<file path="config.mk">
export PLATFORM = sky130hd
export DESIGN_NAME = sb_io_uart_rx
export DESIGN_NICKNAME = d
export VERILOG_FILES = /design/src/rtl/sb_io_uart_rx.sv
export SDC_FILE = /design/constraint.sdc
export NUM_CORES = 1
export LEC_CHECK = 0
export ABC_CLOCK_PERIOD_IN_PS = 1630
export BUFFER_PORTS_ARGS = -buffer_cell sky130_fd_sc_hd__buf_4
export CORE_MARGIN = 3
export CORE_UTILIZATION = 30
export CTS_CLUSTER_DIAMETER = 150
export DETAILED_ROUTE_END_ITERATION = 12
export SYNTH_ARGS = -nofsm -noshare
export SYNTH_HDL_FRONTEND = slang
export SYNTH_SLANG_ARGS = --single-unit
export TNS_END_PERCENT = 50
</file>
<file path="constraint.sdc">
create_clock -name C -period 1.63 [get_ports C]
set_input_delay 0.0815 -clock C [delete_from_list [all_inputs] [get_ports C]]
set_output_delay 0.0815 -clock C [all_outputs]
set_load 0.01 [all_outputs]
</file>
<file path="src/rtl/sb_io_uart_rx.sv">
// sb_io_uart_rx: 8N1 UART receiver fed by an SB_IO input pin (D_IN_0).
// The raw pin is double-flopped, each frame is sampled at mid-bit, and every received byte is
// handed to fabric logic over a valid/ready handshake. Framing and overrun errors are reported
// as one-cycle pulses.
//
// Optional feature: define UART_RX_PARITY_EN to insert one even-parity bit between the data
// bits and the stop bit and to add the PERR output.
//
// Ports:
//   C      in   clock, all state changes on the rising edge
//   R      in   asynchronous active-low reset
//   D_IN   in   serial line from SB_IO D_IN_0, idle high
//   DATA   out  received byte, LSB first on the wire
//   VALID  out  DATA holds an unconsumed byte
//   READY  in   consumer takes DATA when VALID && READY
//   FERR   out  one-cycle pulse, stop bit sampled low
//   OVR    out  one-cycle pulse, byte completed while the previous one was still held
//   PERR   out  parity error belonging to DATA (UART_RX_PARITY_EN only)
module sb_io_uart_rx #(
  parameter int unsigned CLKS_PER_BIT = 104
) (
  input  logic       C,
  input  logic       R,
  input  logic       D_IN,
  output logic [7:0] DATA,
  output logic       VALID,
  input  logic       READY,
  output logic       FERR,
  output logic       OVR
`ifdef UART_RX_PARITY_EN
  ,
  output logic       PERR
`endif
);

  localparam int unsigned    CntW    = $clog2(CLKS_PER_BIT);
  localparam logic [CntW-1:0] CntHalf = CntW'(CLKS_PER_BIT / 2 - 1);
  localparam logic [CntW-1:0] CntFull = CntW'(CLKS_PER_BIT - 1);
  localparam logic [CntW-1:0] CntOne  = CntW'(1);

  typedef enum logic [2:0] {
    StIdle,
    StStart,
    StData,
    StStop
`ifdef UART_RX_PARITY_EN
    , StParity
`endif
  } state_e;

  logic            sync_q, rxs_q;
  state_e          state_q, state_d;
  logic [CntW-1:0] cnt_q, cnt_d;
  logic [2:0]      idx_q, idx_d;
  logic [7:0]      shift_q, shift_d;
  logic            brk_q, brk_d;    // line seen low at a stop bit; wait for high before re-arming
  logic            done_q, done_d;  // good frame finished, deliver on the next edge
  logic            ferr_q, ferr_d;
  logic [7:0]      data_q, data_d;
  logic            valid_q, valid_d;
  logic            ovr_q, ovr_d;
`ifdef UART_RX_PARITY_EN
  logic            parity_q, parity_d;
  logic            perr_q, perr_d;
`endif

  always_comb begin
    state_d = state_q;
    cnt_d   = cnt_q + CntOne;
    idx_d   = idx_q;
    shift_d = shift_q;
    brk_d   = brk_q;
    done_d  = 1'b0;
    ferr_d  = 1'b0;
`ifdef UART_RX_PARITY_EN
    parity_d = parity_q;
`endif
    if (rxs_q) brk_d = 1'b0;
    unique case (state_q)
      StIdle: begin
        cnt_d = '0;
        if (!rxs_q && !brk_q) state_d = StStart;
      end
      StStart: begin
        if (cnt_q == CntHalf) begin
          cnt_d = '0;
          if (rxs_q) begin
            state_d = StIdle;  // glitch, dropped silently
          end else begin
            state_d = StData;
            idx_d   = '0;
          end
        end
      end
      StData: begin
        if (cnt_q == CntFull) begin
          cnt_d          = '0;
          shift_d[idx_q] = rxs_q;
          if (idx_q == 3'd7) begin
`ifdef UART_RX_PARITY_EN
            state_d = StParity;
`else
            state_d = StStop;
`endif
          end else begin
            idx_d = idx_q + 3'd1;
          end
        end
      end
`ifdef UART_RX_PARITY_EN
      StParity: begin
        if (cnt_q == CntFull) begin
          cnt_d    = '0;
          parity_d = rxs_q;
          state_d  = StStop;
        end
      end
`endif
      StStop: begin
        // Back to idle at the mid-sample so a start edge in the late stop half is caught.
        if (cnt_q == CntFull) begin
          cnt_d   = '0;
          state_d = StIdle;
          if (rxs_q) begin
            done_d = 1'b1;
          end else begin
            ferr_d = 1'b1;
            brk_d  = 1'b1;
          end
        end
      end
      default: state_d = StIdle;
    endcase
  end

  // Output handshake; a completion in the same cycle as a consume keeps VALID high.
  always_comb begin
    data_d  = data_q;
    valid_d = valid_q;
    ovr_d   = 1'b0;
`ifdef UART_RX_PARITY_EN
    perr_d  = perr_q;
`endif
    if (valid_q && READY) valid_d = 1'b0;
    if (done_q) begin
      if (!valid_q || READY) begin
        data_d  = shift_q;
        valid_d = 1'b1;
`ifdef UART_RX_PARITY_EN
        perr_d  = (^shift_q) ^ parity_q;
`endif
      end else begin
        ovr_d = 1'b1;
      end
    end
  end

  always_ff @(posedge C or negedge R) begin
    if (!R) begin
      sync_q  <= 1'b1;
      rxs_q   <= 1'b1;
      state_q <= StIdle;
      cnt_q   <= '0;
      idx_q   <= '0;
      shift_q <= '0;
      brk_q   <= 1'b0;
      done_q  <= 1'b0;
      ferr_q  <= 1'b0;
      data_q  <= '0;
      valid_q <= 1'b0;
      ovr_q   <= 1'b0;
`ifdef UART_RX_PARITY_EN
      parity_q <= 1'b0;
      perr_q   <= 1'b0;
`endif
    end else begin
      sync_q  <= D_IN;
      rxs_q   <= sync_q;
      state_q <= state_d;
      cnt_q   <= cnt_d;
      idx_q   <= idx_d;
      shift_q <= shift_d;
      brk_q   <= brk_d;
      done_q  <= done_d;
      ferr_q  <= ferr_d;
      data_q  <= data_d;
      valid_q <= valid_d;
      ovr_q   <= ovr_d;
`ifdef UART_RX_PARITY_EN
      parity_q <= parity_d;
      perr_q   <= perr_d;
`endif
    end
  end

  assign DATA  = data_q;
  assign VALID = valid_q;
  assign FERR  = ferr_q;
  assign OVR   = ovr_q;
`ifdef UART_RX_PARITY_EN
  assign PERR  = perr_q;
`endif

endmodule

</file>
==> flow_summary.json <==
{
  "rr_startpoint": "cnt_q[0]",
  "ant_nets": 0,
  "first_iter_violations": 42,
  "chipHeight_um": 79.1,
  "antenna_found_initial": 0,
  "reg2reg_slack_ns": 0.06,
  "dp_hpwl_um": 2130,
  "drive_above_1_share_pct": 35.2,
  "wl_met3_um": 164,
  "ys_ff_latch": 35,
  "start_util_pct": 32.5,
  "grt_pass1_vias": 1109,
  "clock.fmax_mhz": 637,
  "worstPathRequired_ns": 1.84,
  "syn_area_um2": 1600,
  "n_antenna_cell": 0,
  "highest_layer": "met4",
  "hold_viol_final": 0,
  "placed_cells_incl_taps": 216,
  "grt_max_degree": 36,
  "period_minus_slack_ns": 1.57,
  "cp-end-kind": "flop",
  "arrival_ns": 1.77,
  "slew_violations": 0,
  "ys_seq_area_share_pct": 54.8,
  "synth_cells": 137,
  "drc": 0,
  "dieArea_um2": 6260,
  "cts_num_sinks": 35,
  "critPathMaxFanout": 8,
  "wl_um": 3010,
  "maxCapViolCount": 0,
  "num_vias": 1166,
  "power_mw": 1.57,
  "place_congestion": 0.868,
  "cp_slowest_cell": "a311o_2",
  "via_per_inst": 5.03,
  "cts_buffers": 5,
  "layout.nets": 171,
  "finish.utilization_pct": 39.9,
  "num_rows": 25,
  "grt_util_all_layers_pct": 10.4,
  "ctsRootBufferMaster": "clkbuf_8",
  "core-area_um2": 4940,
  "hold_start": "READY",
  "post-place-ws_ns": -0.0620,
  "wl_per_cell_um": 13.0,
  "clkSlewWorstSetupHoldPaths_ns": 0.07,
  "clk_latency_ns": 0.28,
  "grt_pass1_wl_um": 5020,
  "worst_ir_drop_vdd_mv": 0.317,
  "pin_count": 15,
  "synth_cell_type_count": 33,
  "setup_viol": 0,
  "drtPass1Iterations": 4,
  "routedLengthMet1_um": 1230,
  "finalSetupTns_ns": 0,
  "numPortBuffers": 14,
  "period_share_pct": 96.2,
  "synthArstFlopShare_pct": 100,
  "hold_path.class": "input pin to flop",
  "pwr_density_cell_nw_per_um2": 793,
  "syn-num-nets": 144,
  "synth_edf_count": 0,
  "worstSetupPathType": "flop to flop",
  "cts_buffer_depth": 2,
  "cts_tree": "built",
  "cpPeakStageDelay_ns": 0.47,
  "die_w_um": 79.1,
  "met2_length_um": 1600,
  "layout_setup_ws_ns": 0.0612,
  "area_delta_synth_final_pct": 23.0,
  "stdcell_count": 232,
  "clock_skew_ns": 0.00586,
  "setup.worst_path.start": "cnt_q[0]",
  "synth_area_per_cell_um2": 11.7,
  "p_leak_nw": 0.935,
  "h-tree-depth": 2,
  "overflow": 0,
  "cp-start-kind": "flop",
  "slew_headroom_pct": 72.0,
  "status": "completed",
  "yosys_most_used_dff": "dfrtp_1",
  "synth_warnings": 0,
  "path_cells": "ha_1 > and3b_4 > a311o_2 > a22oi_2",
  "tightest_slew_ns": 0.420
}
==> path summary, 6_finish.rpt <==
| path | to | cells after the start |
|---|---|---|
| setup / recovery | cnt_q[5] | 4 |
| hold / removal | OVR | 3 |
| setup reg to reg | cnt_q[5] | 4 |
| hold reg to reg | rxs_q | 0 |
| max in group asynchronous | sync_q | 2 |
| min in group asynchronous | cnt_q[4] | 2 |
==> placed cells by master (no fill, tap or decap), types with 2 or more instances in the layout <==
master	count
a21oi_1	5
a22oi_2	2
and2_1	2
and3b_1	2
and4bb_2	2
buf_4	24
clkbuf_8	7
dfrtp_1	33
dfstp_2	2
dlygate4sd3_1	2
ha_1	3
inv_1	8
mux2_2	16
nand2_1	7
nand3_1	3
nand3b_1	2
nand4_1	15
nor2_1	5
nor2b_1	4
o21ai_0	2
o221ai_1	3
or3_1	2
xor2_1	2
==> power by group <==
part	internal [mW]	total (mW)	leakage (nW)	switching (mW)
Combinational	0.00871	0.0263	0.416	0.0176
Clock	0.385	0.661	0.0515	0.276
Sequential	0.874	0.878	0.467	0.00430
==> stage by stage <==
stage	hold WS [ns]	cell area [µm²]
after CTS	0.0883	1910
after global placement	0.0452	1790
after detailed placement	0.0533	1790
final	0.0961	1970
after floorplan	-0.214	1600
after global routing	0.111	1970
==> layer usage <==
| layer | up-vias | GRT usage (%) |
|---|---|---|
| met5 | - | 0 |
| met4 | 0 | 4.12 |
| met3 | 4 | 4.65 |
| met2 | 25 | 17.8 |
| met1 | 580 | 11.2 |
| li1 | 557 | - |
==> logic make-up after synthesis <==
group	share of synthesized area, %
muxes	11.2
and+or+nand+nor	18.3
buffers and inverters	3.90
AOI/OAI and AO/OA	7.80
adders and majority gates	2.34
DFF	54.8
xor gates and xnor gates	1.64
==> registers in the layout, indices dropped and copies added, names as in the netlist <==
register / cells
DATA: 8
FERR: 1
OVR: 1
VALID: 1
brk_q: 1
cnt_q: 7
done_q: 1
idx_q: 3
rxs_q: 1
shift_q: 8
state_q: 2
sync_q: 1
==> what timing repair did <==
action,CTS,global route
hold endpoints to repair,34,0
hold buffers,2,0
setup buffers,0,6
cloned,0,0
pin swaps,0,1
gates resized for setup,1,5
endpoints found under the setup margin,6,8
==> Yosys cell counts, types with 3 or more instances <==
| cell type | instances | share of area [%] |
|---|---|---|
| dfrtp_1 | 33 | 51 |
| inv_1 | 8 | 1.9 |
| a21oi_1 | 5 | 1.6 |
| o21ai_0 | 3 | 0.94 |
| nor2_1 | 5 | 1.2 |
| nor2b_1 | 4 | 1.6 |
| nand3_1 | 3 | 0.94 |
| nand4_1 | 15 | 5.9 |
| mux2_2 | 16 | 11 |
| o221ai_1 | 3 | 1.6 |
| ha_1 | 3 | 2.3 |
| nand2_1 | 7 | 1.6 |
| and2_1 | 3 | 1.2 |
==> critical path: cells and delay by family, from the launching register on <==
kind	cells	cell delay (ns)
AOI/OAI and AO/OA	2	0.64
DFF	1	0.40
adders and majority gates	1	0.22
and+or+nand+nor	1	0.23
==> layout make-up <==
type / count / area, µm²
Clock buffer: 8 / 100
Fill cell: 491 / 2970
Inverter: 8 / 30.0
Multi-Input combinational cell: 88 / 681
Sequential cell: 35 / 878
Tap cell: 67 / 83.8
Timing Repair Buffer: 26 / 200
Power figures use the tool's default switching activity.
